File: src/rtl/bit_byte_mem_if.sv
// rtl/bit_byte_mem_if.sv - request/response bundle for the bit-addressable byte memory
//
// Purpose: groups the CPU-side request and registered response of bit_byte_mem.
// Signals:
//   CS        master->slave  chip select, active-low; request sampled when 0
//   op[2:0]   master->slave  operation code
//   addr      master->slave  bit address {byte index, bit position[2:0]}
//   din[7:0]  master->slave  byte write data
//   din_bit   master->slave  bit write data
//   dout[7:0] slave->master  registered byte result
//   dout_bit  slave->master  registered bit result
//   ack       slave->master  one-cycle completion pulse
//   err       slave->master  one-cycle out-of-range pulse, coincident with ack
interface bit_byte_mem_if #(
  parameter int ADDRWIDTH = 4
);
  logic                   CS;
  logic [2:0]             op;
  logic [ADDRWIDTH+2:0]   addr;
  logic [7:0]             din;
  logic                   din_bit;
  logic [7:0]             dout;
  logic                   dout_bit;
  logic                   ack;
  logic                   err;

  modport master (
    output CS, op, addr, din, din_bit,
    input  dout, dout_bit, ack, err
  );

  modport slave (
    input  CS, op, addr, din, din_bit,
    output dout, dout_bit, ack, err
  );
endinterface

File: src/rtl/bit_byte_mem.sv
// rtl/bit_byte_mem.sv - byte RAM with single-cycle atomic bit operations
//
// Purpose: byte-organised RAM whose bits are individually addressable, as in
// the 8051 bit-addressable region. Every request completes at the edge where
// it is sampled; results appear on the bus one cycle later.
// Ports:
//   clk    input  clock, all state changes on the rising edge
//   rst_n  input  synchronous reset, active-low
//   bus    slave  request/response bundle (see bit_byte_mem_if)
module bit_byte_mem #(
  parameter int ADDRWIDTH   = 4,
  parameter int DEPTH       = 2**ADDRWIDTH,
  parameter int RESET_CLEAR = 1
) (
  input  logic           clk,
  input  logic           rst_n,
  bit_byte_mem_if.slave  bus
);

  localparam logic [2:0] OP_RD_BYTE = 3'b000;
  localparam logic [2:0] OP_WR_BYTE = 3'b001;
  localparam logic [2:0] OP_RD_BIT  = 3'b010;
  localparam logic [2:0] OP_WR_BIT  = 3'b011;
  localparam logic [2:0] OP_SET_BIT = 3'b100;
  localparam logic [2:0] OP_CLR_BIT = 3'b101;
  localparam logic [2:0] OP_CPL_BIT = 3'b110;
  localparam logic [2:0] OP_JBC     = 3'b111;

  // One extra bit so DEPTH == 2**ADDRWIDTH is representable.
  localparam logic [ADDRWIDTH:0] DEPTH_W = (ADDRWIDTH+1)'(DEPTH);

  logic [7:0] mem_q [DEPTH];

  logic [7:0] dout_q, dout_d;
  logic       dout_bit_q, dout_bit_d;
  logic       ack_q, ack_d;
  logic       err_q, err_d;

  logic [ADDRWIDTH-1:0] idx;
  logic [2:0]           pos;
  logic                 req;
  logic                 in_range;
  logic [7:0]           old_byte;
  logic                 old_bit;
  logic                 new_bit;
  logic                 rpt_bit;
  logic [7:0]           new_byte;
  logic                 wr_en;

  assign idx = bus.addr[ADDRWIDTH+2:3];
  assign pos = bus.addr[2:0];

  always_comb begin
    req      = ~bus.CS;
    in_range = ({1'b0, idx} < DEPTH_W);
    old_byte = in_range ? mem_q[idx] : 8'h00;
    old_bit  = old_byte[pos];

    // rpt_bit: the bit reported on dout_bit. Read-type ops report the value
    // before modification, write-type ops report the value written.
    new_bit = old_bit;
    rpt_bit = old_bit;
    case (bus.op)
      OP_WR_BIT:  begin new_bit = bus.din_bit; rpt_bit = bus.din_bit; end
      OP_SET_BIT: begin new_bit = 1'b1;        rpt_bit = 1'b1;        end
      OP_CLR_BIT: begin new_bit = 1'b0;        rpt_bit = 1'b0;        end
      OP_CPL_BIT: begin new_bit = ~old_bit;    rpt_bit = old_bit;     end
      OP_JBC:     begin new_bit = 1'b0;        rpt_bit = old_bit;     end
      default:    begin new_bit = old_bit;     rpt_bit = old_bit;     end
    endcase

    new_byte      = old_byte;
    new_byte[pos] = new_bit;
    if (bus.op == OP_WR_BYTE) new_byte = bus.din;

    // Reads leave memory untouched; out-of-range requests never write.
    wr_en = req && in_range && (bus.op != OP_RD_BYTE) && (bus.op != OP_RD_BIT);

    dout_d     = dout_q;
    dout_bit_d = dout_bit_q;
    ack_d      = req;
    err_d      = req && !in_range;
    if (req) begin
      if (!in_range) begin
        dout_d     = 8'h00;
        dout_bit_d = 1'b0;
      end else if (bus.op == OP_RD_BYTE) begin
        dout_d = old_byte;
      end else if (bus.op == OP_WR_BYTE) begin
        dout_d = bus.din;
      end else begin
        dout_d     = new_byte;
        dout_bit_d = rpt_bit;
      end
    end
  end

  always_ff @(posedge clk) begin
    if (!rst_n) begin
      dout_q     <= 8'h00;
      dout_bit_q <= 1'b0;
      ack_q      <= 1'b0;
      err_q      <= 1'b0;
      if (RESET_CLEAR != 0) begin
        for (int i = 0; i < DEPTH; i++) mem_q[i] <= 8'h00;
      end
    end else begin
      dout_q     <= dout_d;
      dout_bit_q <= dout_bit_d;
      ack_q      <= ack_d;
      err_q      <= err_d;
      if (wr_en) mem_q[idx] <= new_byte;
    end
  end

  assign bus.dout     = dout_q;
  assign bus.dout_bit = dout_bit_q;
  assign bus.ack      = ack_q;
  assign bus.err      = err_q;

endmodule

File: src/flat_wrapper.sv
// flat-port wrapper written by rule: the top's interface ports become plain ports
module bit_byte_mem_flat 
#(
  parameter int ADDRWIDTH   = 4,
  parameter int DEPTH       = 2**ADDRWIDTH,
  parameter int RESET_CLEAR = 1
)
  (clk, rst_n, bus_CS, bus_op, bus_addr, bus_din, bus_din_bit, bus_dout, bus_dout_bit, bus_ack, bus_err);
  bit_byte_mem_if #(.ADDRWIDTH(ADDRWIDTH)) bus_i ();
  input  logic clk;
  input  logic rst_n;
  input wire logic [$bits(bus_i.CS)-1:0] bus_CS;
  input wire logic [$bits(bus_i.op)-1:0] bus_op;
  input wire logic [$bits(bus_i.addr)-1:0] bus_addr;
  input wire logic [$bits(bus_i.din)-1:0] bus_din;
  input wire logic [$bits(bus_i.din_bit)-1:0] bus_din_bit;
  output wire logic [$bits(bus_i.dout)-1:0] bus_dout;
  output wire logic [$bits(bus_i.dout_bit)-1:0] bus_dout_bit;
  output wire logic [$bits(bus_i.ack)-1:0] bus_ack;
  output wire logic [$bits(bus_i.err)-1:0] bus_err;
  assign bus_i.CS = bus_CS;
  assign bus_i.op = bus_op;
  assign bus_i.addr = bus_addr;
  assign bus_i.din = bus_din;
  assign bus_i.din_bit = bus_din_bit;
  assign bus_dout = bus_i.dout;
  assign bus_dout_bit = bus_i.dout_bit;
  assign bus_ack = bus_i.ack;
  assign bus_err = bus_i.err;
  bit_byte_mem #(.ADDRWIDTH(ADDRWIDTH), .DEPTH(DEPTH), .RESET_CLEAR(RESET_CLEAR)) u_core (.clk(clk), .rst_n(rst_n), .bus(bus_i));
endmodule
File: config.mk
export PLATFORM = sky130hd
export DESIGN_NAME = bit_byte_mem_flat
export DESIGN_NICKNAME = d
export VERILOG_FILES = /design/src/rtl/bit_byte_mem_if.sv /design/src/rtl/bit_byte_mem.sv /design/src/flat_wrapper.sv
export SDC_FILE = /design/constraint.sdc
export NUM_CORES = 1
export LEC_CHECK = 0
export BUFFER_PORTS_ARGS = -buffer_cell sky130_fd_sc_hd__clkbuf_2
export CORE_MARGIN = 2
export CORE_UTILIZATION = 40
export CTS_CLUSTER_DIAMETER = 200
export DETAILED_ROUTE_END_ITERATION = 6
export GPL_ROUTABILITY_DRIVEN = 0
export SYNTH_ARGS = -nofsm -noshare
export SYNTH_HDL_FRONTEND = slang
export SYNTH_SLANG_ARGS = --single-unit
export TNS_END_PERCENT = 1
File: constraint.sdc
create_clock -name clk -period 4.7 [get_ports clk]
set_clock_uncertainty 0.05 [all_clocks]
set_input_delay 1.175 -clock clk [delete_from_list [all_inputs] [get_ports clk]]
set_output_delay 1.175 -clock clk [all_outputs]
set_load 0.02 [all_outputs]
==> results.txt <==
postcts setup bufs: 0
Yosys cell types: 63
# hold bufs at CTS: 0
Worst Slack Setup Final: 0.507 ns
critical path arrival: 4.27 ns
Residual DRC: 0
Hold Slack: 0.485 ns
Num CTS Buffers: 17
drt initial violations: 487
Final Hold Viols: 0
Vias: 4,925
RSZ-0062 raised after global routing: false
grt ovf: 0
CTS Sinks: 138
antenna violations before repair: 0
Critical Path RT: 4.78 ns
static leakage: 0.00292 uW
Post-synth ARST share: 0%
Seq/Total Area, Yosys: 57.9%
Yosys warning total: 0
Post-synth EDFFs: 128
Max IR drop VDD: 257 uV
CTS tree: done
slew margin rel.: 34.4%
largest family of logic cells by synthesized area: simple AND/OR/NAND/NOR gates
Pwr Density: 388 mW/mm^2
die area: 0.0185 mm^2
Syn Nets: 598
Slew Viols, Final: 0
syn avg cell area: 12.1 um^2
number of port buffers: 31
core box area: 0.0172 mm^2
final core utilization: 46.2%
nets: 628
Fmax: 239 MHz
htree depth: 4
post_cts resized: 0
Setup violations, final: 0
WL final: 18,200 um
worst hold path class: reg -> reg
status: completed
ys flop type: edfxtp_1
Root Buffer: clkbuf_16
CTS Buffer Depth: 2
Vias/cell: 5.84
area share of fa/ha/maj cells after synthesis: 0%
n_diodes: 0
simple-gate portion of the synthesized area: 16.7%
1st-pass router iterations: 5
Worst-Margin Slew: 0.984 ns
post-synthesis mux area share: 12.8%
Syn Inst Count: 576
Synth Register Bits: 138
first-pass GRT wire length: 27,800 um
crit path max fanout: 31
CP endpoint kind: register
ANT nets after route: 0
Final min period: 4.19 ns
WS Path Type: in -> reg
max cap viols: 0
share of cells above drive strength 1: 22.0%
Critical Path Source Type: input port
Final Power: 3070 uW
Compound-Gate Fraction of Synth Area: 8.89%
Mapped Area: 0.00698 mm^2
Tcrit/Tclk final: 89.2%
DIE WIDTH: 136 um
Die Ht: 136 um
IO Pins: 33
area growth from synthesis to layout: 13.6%
Clock transition at path regs: 0.06 ns
Starting Density: 40.6%
clk_lat worst skew: 0.42 ns
DP Worst Slack: 0.104 ns
GRT Total Usage: 20.5%
wire per inst: 21.6 um
Final HPWL DP: 12,400 um
post-synthesis xor/xnor area fraction: 0%
Rows: 48
largest net degree at the start of global routing: 32
vias in the first global route: 4,793
Setup TNS: 0 ns
==> cells by family (layout without fill, tap and decap cells) <==
group,after synthesis,count (layout)
and+or+nand+nor,262,262
buffers and inverters,45,88
DFF,138,138
other,1,1
muxes,54,54
AOI/OAI and AO/OA,76,76
==> synthesized netlist by cell type, types with 4 or more instances <==
library cell | instances | area share, %
buf_2 | 7 | 0.50
nand3_1 | 10 | 0.72
nor2_2 | 16 | 1.4
dfxtp_1 | 10 | 2.9
buf_6 | 7 | 1.1
a211oi_1 | 4 | 0.43
nor2_1 | 138 | 7.4
a22o_1 | 6 | 0.75
buf_1 | 4 | 0.21
mux2i_1 | 17 | 2.4
o21ai_0 | 9 | 0.65
mux2_2 | 13 | 2.1
clkbuf_1 | 19 | 1.0
mux4_2 | 15 | 4.8
mux4_1 | 9 | 3.4
nand2_1 | 52 | 2.8
edfxtp_1 | 128 | 55
o221ai_1 | 9 | 1.1
a21oi_1 | 11 | 0.79
nor2b_1 | 7 | 0.63
nor3_1 | 11 | 0.79
==> state kept, by name, indices dropped and copies added, names as in the netlist <==
register,count
u_core.mem_q,128
u_core.bus.dout,8
u_core.bus.ack,1
u_core.bus.dout_bit,1
==> layout by cell type, fill, tap and decap left out, types with 4 or more instances in the layout <==
cell / count
a211oi_1: 4
a21oi_1: 11
a22o_1: 6
buf_4: 18
clkbuf_16: 17
clkbuf_2: 31
clkinv_1: 5
dfxtp_1: 10
edfxtp_1: 128
mux2_2: 13
mux2i_1: 17
mux4_1: 9
mux4_2: 15
nand2_1: 52
nand3_1: 10
nor2_1: 138
nor2_2: 16
nor2b_1: 7
nor3_1: 11
o21ai_0: 9
o221ai_1: 9
==> worst paths after layout <==
path / startpoint / end / slack (ns) / depth (start not counted)
setup / recovery: bus_addr[3] / u_core.mem_q[12][4] / 0.51 / 10
hold / removal: u_core.bus.dout[6] / u_core.bus.dout[6] / 0.48 / 2
setup reg to reg: u_core.mem_q[14][6] / u_core.mem_q[12][4] / 1.32 / 8
hold reg to reg: u_core.bus.dout[6] / u_core.bus.dout[6] / 0.48 / 2
==> metrics by stage <==
step | instances | area, um^2
detailed placement | 812 | 7370
global placement | 812 | 7370
global route | 844 | 7930
floorplan | 576 | 6980
finish | 844 | 7930
CTS | 844 | 7930
==> layout make-up <==
| class | instances | area, um^2 |
|---|---|---|
| Fill cell | 1594 | 9240 |
| Sequential cell | 138 | 4040 |
| Multi-Input combinational cell | 393 | 2680 |
| Clock buffer | 20 | 437 |
| Timing Repair Buffer | 52 | 350 |
| Tap cell | 225 | 282 |
| Clock inverter | 12 | 125 |
| Inverter | 4 | 15.0 |
==> layer usage <==
layer	global-route usage [%]	part of all wire [%]	up-vias	wire length, um
met1	29.4	45	2442	8220
met5	0	0	-	0
met4	7.58	2.8	0	506
met3	4.66	7.5	42	1370
li1	-	-	2211	-
met2	30.5	45	230	8130
==> power by group <==
group / switching (uW) / leakage (uW) / internal, uW / total (uW)
registers: 15.1 / 0.00141 / 1390 / 1410
logic: 252 / 0.00125 / 128 / 380
clock network: 512 / 0.000268 / 777 / 1290
==> critical path, cell delays in order <==
cell      delay, ns
clkbuf_2       0.13
buf_12         0.24
mux4_1         0.64
mux2_2         0.31
a32o_1         0.28
nor3_1         0.23
o2111a_2       0.31
o31ai_4        0.08
a21oi_2        0.76
nor2_1         0.10
(Power assumes the default switching activity.)
